File: config.mk
export PLATFORM = sky130hd
export DESIGN_NAME = trap_sequencer_flat
export DESIGN_NICKNAME = d
export VERILOG_FILES = /design/src/rtl/trap_sequencer_if.sv /design/src/rtl/trap_sequencer.sv /design/src/flat_wrapper.sv
export SDC_FILE = /design/constraint.sdc
export NUM_CORES = 1
export LEC_CHECK = 0
export CORE_MARGIN = 2
export CORE_UTILIZATION = 34
export DETAILED_ROUTE_END_ITERATION = 12
export GPL_ROUTABILITY_DRIVEN = 0
export PLACE_DENSITY = 0.85
export SKIP_LAST_GASP = 1
export SYNTH_ARGS = -nofsm -noshare
export SYNTH_HDL_FRONTEND = slang
export SYNTH_SLANG_ARGS = --single-unit
File: constraint.sdc
create_clock -name clk -period 1.8 [get_ports clk]
set_clock_uncertainty 0.2 [all_clocks]
set_input_delay 0.54 -clock clk [delete_from_list [all_inputs] [get_ports clk]]
set_output_delay 0.54 -clock clk [all_outputs]
set_load 0.01 [all_outputs]
File: src/rtl/trap_sequencer_if.sv
// trap_sequencer_if: fetch redirect handshake between the trap sequencer
// (master) and the fetch unit (slave).
//   redirect_valid : redirect request, held until accepted
//   redirect_pc    : redirect target, stable while redirect_valid is high
//   redirect_ready : fetch accepts the redirect this cycle
interface trap_sequencer_if;
  logic        redirect_valid;
  logic [31:0] redirect_pc;
  logic        redirect_ready;

  modport master (
    output redirect_valid,
    output redirect_pc,
    input  redirect_ready
  );

  modport slave (
    input  redirect_valid,
    input  redirect_pc,
    output redirect_ready
  );
endinterface

File: src/rtl/trap_sequencer.sv
// trap_sequencer: sequences trap entry and exception return around the PCR
// file. Samples synchronous exceptions, the PCR interrupt line and eret while
// idle, flushes the pipeline for DRAIN_CYCLES, issues a one-cycle commit to
// the PCR file, then redirects fetch to evec (trap) or epc (eret).
//
// Ports:
//   clk, reset          clock, synchronous active-high reset
//   stall               pipeline/memory stall; sequencer holds state
//   exc_*               synchronous exception (valid, cause, pc, badvaddr)
//   interrupt, irq_id, int_pc   interrupt request from the PCR file
//   eret                eret instruction in execute
//   et, evec, epc       PCR file status ET bit, trap vector, current epc
//   flush, busy         kill in-flight instructions / sequencer not idle
//   trap_commit, trap_epc, trap_cause, badvaddr_we, trap_badvaddr
//                       trap commit pulse and the values to write
//   eret_commit         eret commit pulse
//   redir               fetch redirect handshake (trap_sequencer_if.master)
//   halted              double fault lock
//
// Build option: define TRAP_SEQ_DOUBLE_FAULT_EN to lock the sequencer in
// HALT on an exception taken with ET=0; otherwise halted is constant 0.
module trap_sequencer #(
  parameter int DRAIN_CYCLES = 2
) (
  input  logic                   clk,
  input  logic                   reset,
  input  logic                   stall,
  input  logic                   exc_valid,
  input  logic [4:0]             exc_cause,
  input  logic [31:0]            exc_pc,
  input  logic [31:0]            exc_badvaddr,
  input  logic                   exc_badvaddr_valid,
  input  logic                   interrupt,
  input  logic [2:0]             irq_id,
  input  logic [31:0]            int_pc,
  input  logic                   eret,
  input  logic                   et,
  input  logic [31:0]            evec,
  input  logic [31:0]            epc,
  output logic                   flush,
  output logic                   busy,
  output logic                   trap_commit,
  output logic [31:0]            trap_epc,
  output logic [31:0]            trap_cause,
  output logic                   badvaddr_we,
  output logic [31:0]            trap_badvaddr,
  output logic                   eret_commit,
  trap_sequencer_if.master       redir,
  output logic                   halted
);

  typedef enum logic [2:0] {
    IDLE,
    DRAIN,
    COMMIT,
    REDIRECT,
    HALT
  } state_t;

  localparam logic [2:0] DRAIN_INIT = 3'(DRAIN_CYCLES);

  state_t      state;
  logic [2:0]  drain_cnt;
  logic        is_eret_q;
  logic        commit_q;
  logic        flush_q;
  logic        busy_q;
  logic        bv_we_q;
  logic        halted_q;
  logic        rv_q;
  logic [31:0] rpc_q;
  logic [31:0] epc_q;
  logic [31:0] cause_q;
  logic [31:0] bv_q;

  logic irq_take;
  logic any_event;
  logic double_fault;

  assign irq_take  = interrupt & et;
  assign any_event = exc_valid | irq_take | eret;

`ifdef TRAP_SEQ_DOUBLE_FAULT_EN
  assign double_fault = exc_valid & ~et;
`else
  assign double_fault = 1'b0;
`endif

  always_ff @(posedge clk) begin
    if (reset) begin
      state     <= IDLE;
      drain_cnt <= '0;
      is_eret_q <= 1'b0;
      commit_q  <= 1'b0;
      flush_q   <= 1'b0;
      busy_q    <= 1'b0;
      bv_we_q   <= 1'b0;
      halted_q  <= 1'b0;
      rv_q      <= 1'b0;
      rpc_q     <= '0;
      epc_q     <= '0;
      cause_q   <= '0;
      bv_q      <= '0;
    end else begin
      unique case (state)
        IDLE: begin
          if (!stall && any_event) begin
            flush_q <= 1'b1;
            busy_q  <= 1'b1;
            if (double_fault) begin
              state    <= HALT;
              halted_q <= 1'b1;
            end else begin
              if (exc_valid) begin
                is_eret_q <= 1'b0;
                epc_q     <= exc_pc;
                cause_q   <= {27'b0, exc_cause};
                bv_q      <= exc_badvaddr;
                bv_we_q   <= exc_badvaddr_valid;
              end else if (irq_take) begin
                is_eret_q <= 1'b0;
                epc_q     <= int_pc;
                cause_q   <= {1'b1, 28'b0, irq_id};
                bv_q      <= '0;
                bv_we_q   <= 1'b0;
              end else begin
                is_eret_q <= 1'b1;
                bv_we_q   <= 1'b0;
              end
              if (DRAIN_CYCLES == 0) begin
                state    <= COMMIT;
                commit_q <= 1'b1;
              end else begin
                state     <= DRAIN;
                drain_cnt <= DRAIN_INIT;
              end
            end
          end
        end
        DRAIN: begin
          if (!stall) begin
            drain_cnt <= drain_cnt - 3'd1;
            if (drain_cnt == 3'd1) begin
              state    <= COMMIT;
              commit_q <= 1'b1;
            end
          end
        end
        COMMIT: begin
          if (!stall) begin
            commit_q <= 1'b0;
            rv_q     <= 1'b1;
            rpc_q    <= is_eret_q ? epc : evec;
            state    <= REDIRECT;
          end
        end
        REDIRECT: begin
          if (redir.redirect_ready) begin
            rv_q    <= 1'b0;
            flush_q <= 1'b0;
            busy_q  <= 1'b0;
            state   <= IDLE;
          end
        end
        HALT: begin
          state <= HALT;
        end
        default: begin
          state <= IDLE;
        end
      endcase
    end
  end

  // The commit pulse is gated by the live stall so a stalled COMMIT cycle
  // emits nothing; the pulse appears on the first unstalled COMMIT cycle.
  assign trap_commit = commit_q & ~is_eret_q & ~stall;
  assign eret_commit = commit_q & is_eret_q & ~stall;
  assign badvaddr_we = trap_commit & bv_we_q;

  assign flush         = flush_q;
  assign busy          = busy_q;
  assign trap_epc      = epc_q;
  assign trap_cause    = cause_q;
  assign trap_badvaddr = bv_q;
  assign halted        = halted_q;

  assign redir.redirect_valid = rv_q;
  assign redir.redirect_pc    = rpc_q;

endmodule
File: src/flat_wrapper.sv
// flat-port wrapper written by rule: the top's interface ports become plain ports
module trap_sequencer_flat 
#(
  parameter int DRAIN_CYCLES = 2
)
  (clk, reset, stall, exc_valid, exc_cause, exc_pc, exc_badvaddr, exc_badvaddr_valid, interrupt, irq_id, int_pc, eret, et, evec, epc, flush, busy, trap_commit, trap_epc, trap_cause, badvaddr_we, trap_badvaddr, eret_commit, halted, redir_redirect_valid, redir_redirect_pc, redir_redirect_ready);
  trap_sequencer_if redir_i ();
  input  logic clk;
  input  logic reset;
  input  logic stall;
  input  logic exc_valid;
  input  logic [4:0] exc_cause;
  input  logic [31:0] exc_pc;
  input  logic [31:0] exc_badvaddr;
  input  logic exc_badvaddr_valid;
  input  logic interrupt;
  input  logic [2:0] irq_id;
  input  logic [31:0] int_pc;
  input  logic eret;
  input  logic et;
  input  logic [31:0] evec;
  input  logic [31:0] epc;
  output logic flush;
  output logic busy;
  output logic trap_commit;
  output logic [31:0] trap_epc;
  output logic [31:0] trap_cause;
  output logic badvaddr_we;
  output logic [31:0] trap_badvaddr;
  output logic eret_commit;
  output logic halted;
  output wire logic [$bits(redir_i.redirect_valid)-1:0] redir_redirect_valid;
  output wire logic [$bits(redir_i.redirect_pc)-1:0] redir_redirect_pc;
  input wire logic [$bits(redir_i.redirect_ready)-1:0] redir_redirect_ready;
  assign redir_redirect_valid = redir_i.redirect_valid;
  assign redir_redirect_pc = redir_i.redirect_pc;
  assign redir_i.redirect_ready = redir_redirect_ready;
  trap_sequencer #(.DRAIN_CYCLES(DRAIN_CYCLES)) u_core (.clk(clk), .reset(reset), .stall(stall), .exc_valid(exc_valid), .exc_cause(exc_cause), .exc_pc(exc_pc), .exc_badvaddr(exc_badvaddr), .exc_badvaddr_valid(exc_badvaddr_valid), .interrupt(interrupt), .irq_id(irq_id), .int_pc(int_pc), .eret(eret), .et(et), .evec(evec), .epc(epc), .flush(flush), .busy(busy), .trap_commit(trap_commit), .trap_epc(trap_epc), .trap_cause(trap_cause), .badvaddr_we(badvaddr_we), .trap_badvaddr(trap_badvaddr), .eret_commit(eret_commit), .redir(redir_i), .halted(halted));
endmodule
==> summary.md, run 1 <==
| Metric | Value |
|---|---|
| Area post-placement | 0.00822 sq mm |
| Initial Util | 34.8% |
| Synth Instances | 511 |
| Die W | 126 um |
| Share of layout cells above drive strength 1 | 19.1% |
| Area grow syn2layout | 71.8% |
| Final HPWL DP | about 12000 um |
| Outcome | finished, violations left |
| Violations in the final reports | setup timing |
| Clock transition at the registers of the reported paths | ~0.05 ns |
| Max_cap viols | 0 |
| # rows | 44 |
| Crit path max fanout | 3 |
| Yosys top cell area share | 44.8% |
| Vias in the first global route | 4624 |
| Largest net degree at the start of global routing | 45 |
| Yosys top cell by area | dfxtp_1 |
| Slew Viols, Final | 0 |
| Top-count cell post-synth | dfxtp_1 |
| WP data arrival | 1.20 ns |
| Initial antenna violation count | 0 |
| Total clock sinks | about 110 |
| WL/cell | 15.7 um |
| Clock Path Buffers | 2 |
| Leak Pwr | 3.62 nW |
| Final Hold Violating Endpoints | 0 |
| F_max | 0.516 GHz |
| GRT overflow | 0 |
| CP Class | flop to primary output |
| Top_reg_cell synth | dfxtp_1 |
| Post-layout min period | 1.94 ns |
| Power per cell area | 853 mW/mm^2 |
| Critical path launch point type | flop |
| Period utilization | 108% |
| Yosys Warn Count | 0 |
| CTS tree | done |
| RSZ-0062 raised after global routing | true |
| H-tree levels | 4 |
| # diodes | 0 |
| CTS Buf Count | 17 |
| Required time of the critical path | 1.06 ns |
| Synth Register Bits | 113 |
| IO Count | 312 |
| CTS Root Cell | clkbuf_16 |
| Synth top area cells | dfxtp_1 45%, mux2i_1 13%, nor2_1 8.3%, a211oi_2 8.2%, buf_4 5.5% |
| Vias/cell | 4.73 |
| Post-route ant nets | 0 |
| CP endpoint kind | primary output |
| First-pass GRT wire length | approximately 24000 um |
| # setup viols final | 3 |
| Reg2reg start | u_core.state[1] |
| Finished Cell Area | 0.00868 sq mm |
| Final Util | 59.8% |
| Number of flops mapped to enable cells by yosys | 0 |
| Mapped cell area | 0.00505 sq mm |
| Die area | roughly 0.016 sq mm |
| Chip height | 126 um |
| Place WS | -0.883 ns |
| Core Region | about 0.015 sq mm |
| Crit path launch | u_core.is_eret_q |
| Port bufs | 284 |
| Post-route setup slack | -0.137 ns |
| Hold slack | 0.270 ns |
| Worst hold-check path type | primary input to flop |
| Worst vdd ir | 0.000582 V |
| Clk_lat worst skew | 0.40 ns |
| Asr flop ratio synth | 0% |
| Nets | approximately 990 |
| Drt pass-1 iters | 4 |
| Yosys cell types | 35 |
| Drt drc | 0 |
| Hold wc startpoint | reset |
| # fillers | 1255 |
| Seq/Total Area, Yosys | 44.8% |
| Routed wire length | ~16000 um |
| Syn Area/Cell | 9.89 sq um |
| DR vias | 4742 |
| Total GRT Usage | 18.8% |
| Top cells by count, synth | 113 x dfxtp_1, 112 x nor2_1, 67 x mux2i_1 |
| Initial DRC count | 189 |
| CTS Hold Bufs | 0 |
[worst max-delay path: stages, from the launching register on]
cell and delay [ns]:
dfxtp_4 0.36, nor3b_4 0.18, and2_4 0.17, buf_6 0.09
[cell usage in the layout, fill, tap and decap left out, types with 2 or more instances in the layout]
cell type and instances:
and2_4 3, a22oi_1 35, buf_6 4, dfxtp_1 112, buf_12 8, nor3_1 4, nor2_1 83, clkdlybuf4s15_1 29
ha_1 2, clkbuf_16 19, clkinv_2 5, buf_2 6, nor3b_4 2, a21oi_1 5, clkbuf_8 2, clkdlybuf4s50_1 173
nand2_1 2, buf_4 28, dlygate4sd2_1 67, conb_1 27, clkbuf_1 6, nand3_1 3, clkbuf_2 7, nor2_2 29
a211oi_2 33, mux2i_1 67, a211oi_1 34, inv_1 2
[metrics by stage]
step	TNS (ns)	cells	total power [W]
2_1_floorplan	-0.295	537	0.00377
3_3_place_gp	-59.04	967	0.00463
3_5_place_dp	-64.57	967	0.00466
4_1_cts	-0.403	998	0.00748
5_1_grt	-0.458	1002	0.00778
6_report	-0.264	1002	0.00741
[what timing repair did]
item	in CTS	in global routing
pin swaps	2	4
gates cloned	0	2
buffers inserted	0	2
gates resized for setup	135	45
setup endpoints to repair	218	67
[cells by family after synthesis]
family | after synthesis | share of synthesized area, %
adder cells (fa/ha/maj) | 2 | 0.495
flip-flops | 113 | 44.8
buffers and inverters | 76 | 9.31
multiplexers | 68 | 13.5
other | 1 | 0.0742
AND/OR/NAND/NOR | 138 | 12.1
AO/OA/AOI/OAI | 112 | 19.6
XOR/XNOR | 1 | 0.173
[per-layer routing]
layer | GRT usage [%] | share of wire (%)
met1 | 21.6 | 41
met2 | 32.5 | 50
met3 | 6.92 | 7.8
met4 | 5.75 | 2.0
met5 | 0 | 0
[area by class of cell]
cell class / instances / area, sq um / area share [%]
flip-flops and latches: 113 / 2270 / 26.1
well taps: 184 / 230 / 2.65
clock inverters: 6 / 33.8 / 0.389
multi-input cells: 348 / 2530 / 29.2
inverters: 2 / 7.51 / 0.0864
clock buffers: 25 / 475 / 5.47
repair buffers: 324 / 3140 / 36.1
[final timing paths]
check | to | slack (ns) | cells past startpoint
hold / removal | u_core.trap_epc[22] | 0.27 | 2
setup reg to reg | u_core.redir.redirect_pc[10] | 0.13 | 5
setup / recovery | badvaddr_we | -0.14 | 3
hold reg to reg | u_core.redir.redirect_pc[2] | 0.29 | 2
[flip-flops by register name (all words and copies together) (netlist names), 3 cells and up]
signal                    count
u_core.state                  3
u_core.trap_epc              32
u_core.trap_badvaddr         32
u_core.redir.redirect_pc     32
u_core.drain_cnt              3
u_core.trap_cause             6
[power by group]
part	switching, W	internal, W
clock	0.00108	0.00181
combinational	0.000767	0.000940
sequential	0.000115	0.00270
total	0.00197	0.00545
Note: power is estimated with default switching activity, not from simulation.
==> run 2: changes to the inputs <==
--- a/config.mk
+++ b/config.mk
@@ -7,6 +7,7 @@
 export LEC_CHECK = 0
 export CORE_MARGIN = 2
 export CORE_UTILIZATION = 34
+export CTS_CLUSTER_DIAMETER = 100
 export DETAILED_ROUTE_END_ITERATION = 12
 export GPL_ROUTABILITY_DRIVEN = 0
 export PLACE_DENSITY = 0.85
==> results of run 2 <==
Final layout, timing and power as in run 1 (identical DEF).
==> run 3: changes to the inputs <==
--- a/config.mk
+++ b/config.mk
@@ -10,7 +10,7 @@
 export CTS_CLUSTER_DIAMETER = 100
 export DETAILED_ROUTE_END_ITERATION = 12
 export GPL_ROUTABILITY_DRIVEN = 0
-export PLACE_DENSITY = 0.85
+export PLACE_DENSITY = 0.87
 export SKIP_LAST_GASP = 1
 export SYNTH_ARGS = -nofsm -noshare
 export SYNTH_HDL_FRONTEND = slang
==> run 3 against run 2 <==
Against the previous run: cell area increased by 3.5%; non-clock buffer count grew 7; clock-buffer cell count is 5 lower; sequential cell count stayed put; wire length is 4.4% higher; sequential share of layout area shrank 0.84 points; the flow still finishes with violations (setup timing); largest power group unchanged; first-iteration DRC count decreased by 18%; register-to-register slack got worse by 0.06 ns; die area stayed put; total power increased by 8.8%; fmax is 1.5% lower; critical path type unchanged; combinational power up 6%.
==> summary.md, run 3 (synthesized netlist as in run 1, its figures left out) <==
| Metric | Value |
|---|---|
| Clock Path Buffers | 2 |
| Hold-critical path depth | 2 |
| Drt drc | 0 |
| Worst vdd ir | 0.000579 V |
| CTS tree | done |
| H-tree levels | 4 |
| Vias/cell | 4.78 |
| GRT overflow | 0 |
| # fillers | 1225 |
| Port bufs | 284 |
| Worst hold-check path type | flop to flop |
| Total GRT Usage | 19.3% |
| # diodes | 0 |
| Slew Viols, Final | 0 |
| First-pass GRT wire length | 24500 um |
| Reg2Reg Setup Slack | 0.07 ns |
| CTS Buf Count | 17 |
| # rows | 44 |
| Crit Reg-Reg Endpoint | u_core.drain_cnt[0] |
| DR vias | 4824 |
| Hold slack | 0.290 ns |
| CP Class | flop to primary output |
| Outcome | finished, violations left |
| Initial Util | 34.8% |
| Slew Limit Headroom | 61.7% |
| Total clock sinks | 113 |
| Critical path launch point type | flop |
| Drt pass-1 iters | 4 |
| Die area | 0.0159 sq mm |
| Worst Reg2Reg Path Length in Cells | 5 |
| WP data arrival | 1.23 ns |
| Tightest Pin Transition | 0.574 ns |
| Vias in the first global route | about 4700 |
| Violations in the final reports | setup timing |
| Clk_lat worst skew | 0.40 ns |
| IO Count | 312 |
| Nets | roughly 990 |
| Final Hold Violating Endpoints | 0 |
| Required time of the critical path | 1.06 ns |
| Post-route setup slack | -0.166 ns |
| Crit path largest cell delay | 0.36 ns |
| Critical Path, Cell by Cell | nor3b_4 -> and2_4 -> buf_6 |
| Power per cell area | ~900 mW/mm^2 |
| Final HPWL DP | 11800 um |
| Area grow syn2layout | 77.8% |
| Clock transition at the registers of the reported paths | 0.05 ns |
| WL/cell | 16.3 um |
| Hold endpoint | u_core.trap_cause[31] |
| CP endpoint kind | primary output |
| CTS Root Cell | clkbuf_16 |
| F_max | 0.509 GHz |
| Post-layout min period | roughly 2.0 ns |
| Core Region | 0.0145 sq mm |
| Chip height | 126 um |
| RSZ-0062 raised after global routing | true |
| Max_cap viols | 0 |
| Share of layout cells above drive strength 1 | 23.8% |
| Die W | 126 um |
| Post-route ant nets | 0 |
| Reg2reg start | u_core.state[2] |
| Largest net degree at the start of global routing | 36 |
| Period utilization | 109% |
| Total design power | 0.00807 W |
| Setup TNS | -0.350 ns |
| Hold wc startpoint | u_core.trap_cause[31] |
| Most frequent cells in the layout | 173 x clkdlybuf4s50_1, 109 x dfxtp_1, 83 x nor2_1 |
| Initial DRC count | 155 |
| Crit path max fanout | 3 |
| Commonest non-fill, non-tap cell in the layout | clkdlybuf4s50_1 |
| Leak Pwr | 3.70 nW |
| # setup viols final | 4 |
| Initial antenna violation count | 0 |
| Critical path's slowest cell | dfxtp_4 |
| Routed wire length | 16500 um |
[run 3: cell count changes in the layout (fill, tap and decap cells not counted), sizes merged]
cell           change
bufinv             +4
buf                +3
bufbuf             +1
dlygate4sd2        -9
and2               +1
clkinv             +1
clkdlybuf4s15      +7
[run 3: where the power goes]
| part | switching (W) | internal [W] |
|---|---|---|
| clock | 0.00110 | 0.00233 |
| sequential | 0.000121 | 0.00270 |
| combinational | 0.000817 | 0.000995 |
[run 3: final cells by class]
type                    instances  area (sq um)  area share [%]
repair buffers                331          3230            35.9
multi-input cells             349          2650            29.4
flip-flops and latches        113          2270            25.3
clock buffers                  20           447            4.97
well taps                     184           230            2.56
clock inverters                11           163            1.81
inverters                       2          7.51          0.0835
[run 3: per-stage QoR]
step	worst slack [ns]	instance area [sq um]	util [%]	instances
floorplan	-0.0436	5300	-	537
global placement	-0.849	8210	56.5	969
detailed placement	-0.888	8210	56.5	969
CTS	-0.229	8760	60.2	1002
global route	-0.205	8990	61.8	1010
finish	-0.166	8990	61.8	1010
[run 3: metal layers]
layer	routed length (um)	global-route usage, %
met1	6540	21.6
met2	8290	33.6
met3	1370	7.39
met4	280	6.40
met5	0	0
[run 3: worst max path at each step]
stage,start,end,slack [ns]
CTS,u_core.is_eret_q,badvaddr_we,-0.23
finish,u_core.is_eret_q,badvaddr_we,-0.17
global placement,stall,badvaddr_we,-0.85
floorplan,stall,badvaddr_we,-0.04
global route,u_core.is_eret_q,badvaddr_we,-0.21
detailed placement,stall,badvaddr_we,-0.89
[run 3: repair_timing]
item                                    CTS  global route
gates cloned                              1             5
pin swaps                                 3             5
endpoints found under the hold margin     0             0
hold buffers                              0             0
setup buffers                             1             3
endpoints found under the setup margin  214           108
gates resized for setup                 143            71
[run 3: critical path, delay by kind of cell, from the launching register on]
family | cells | cell delay, ns
buf+inv | 1 | 0.09
flops | 1 | 0.36
simple gates | 2 | 0.37
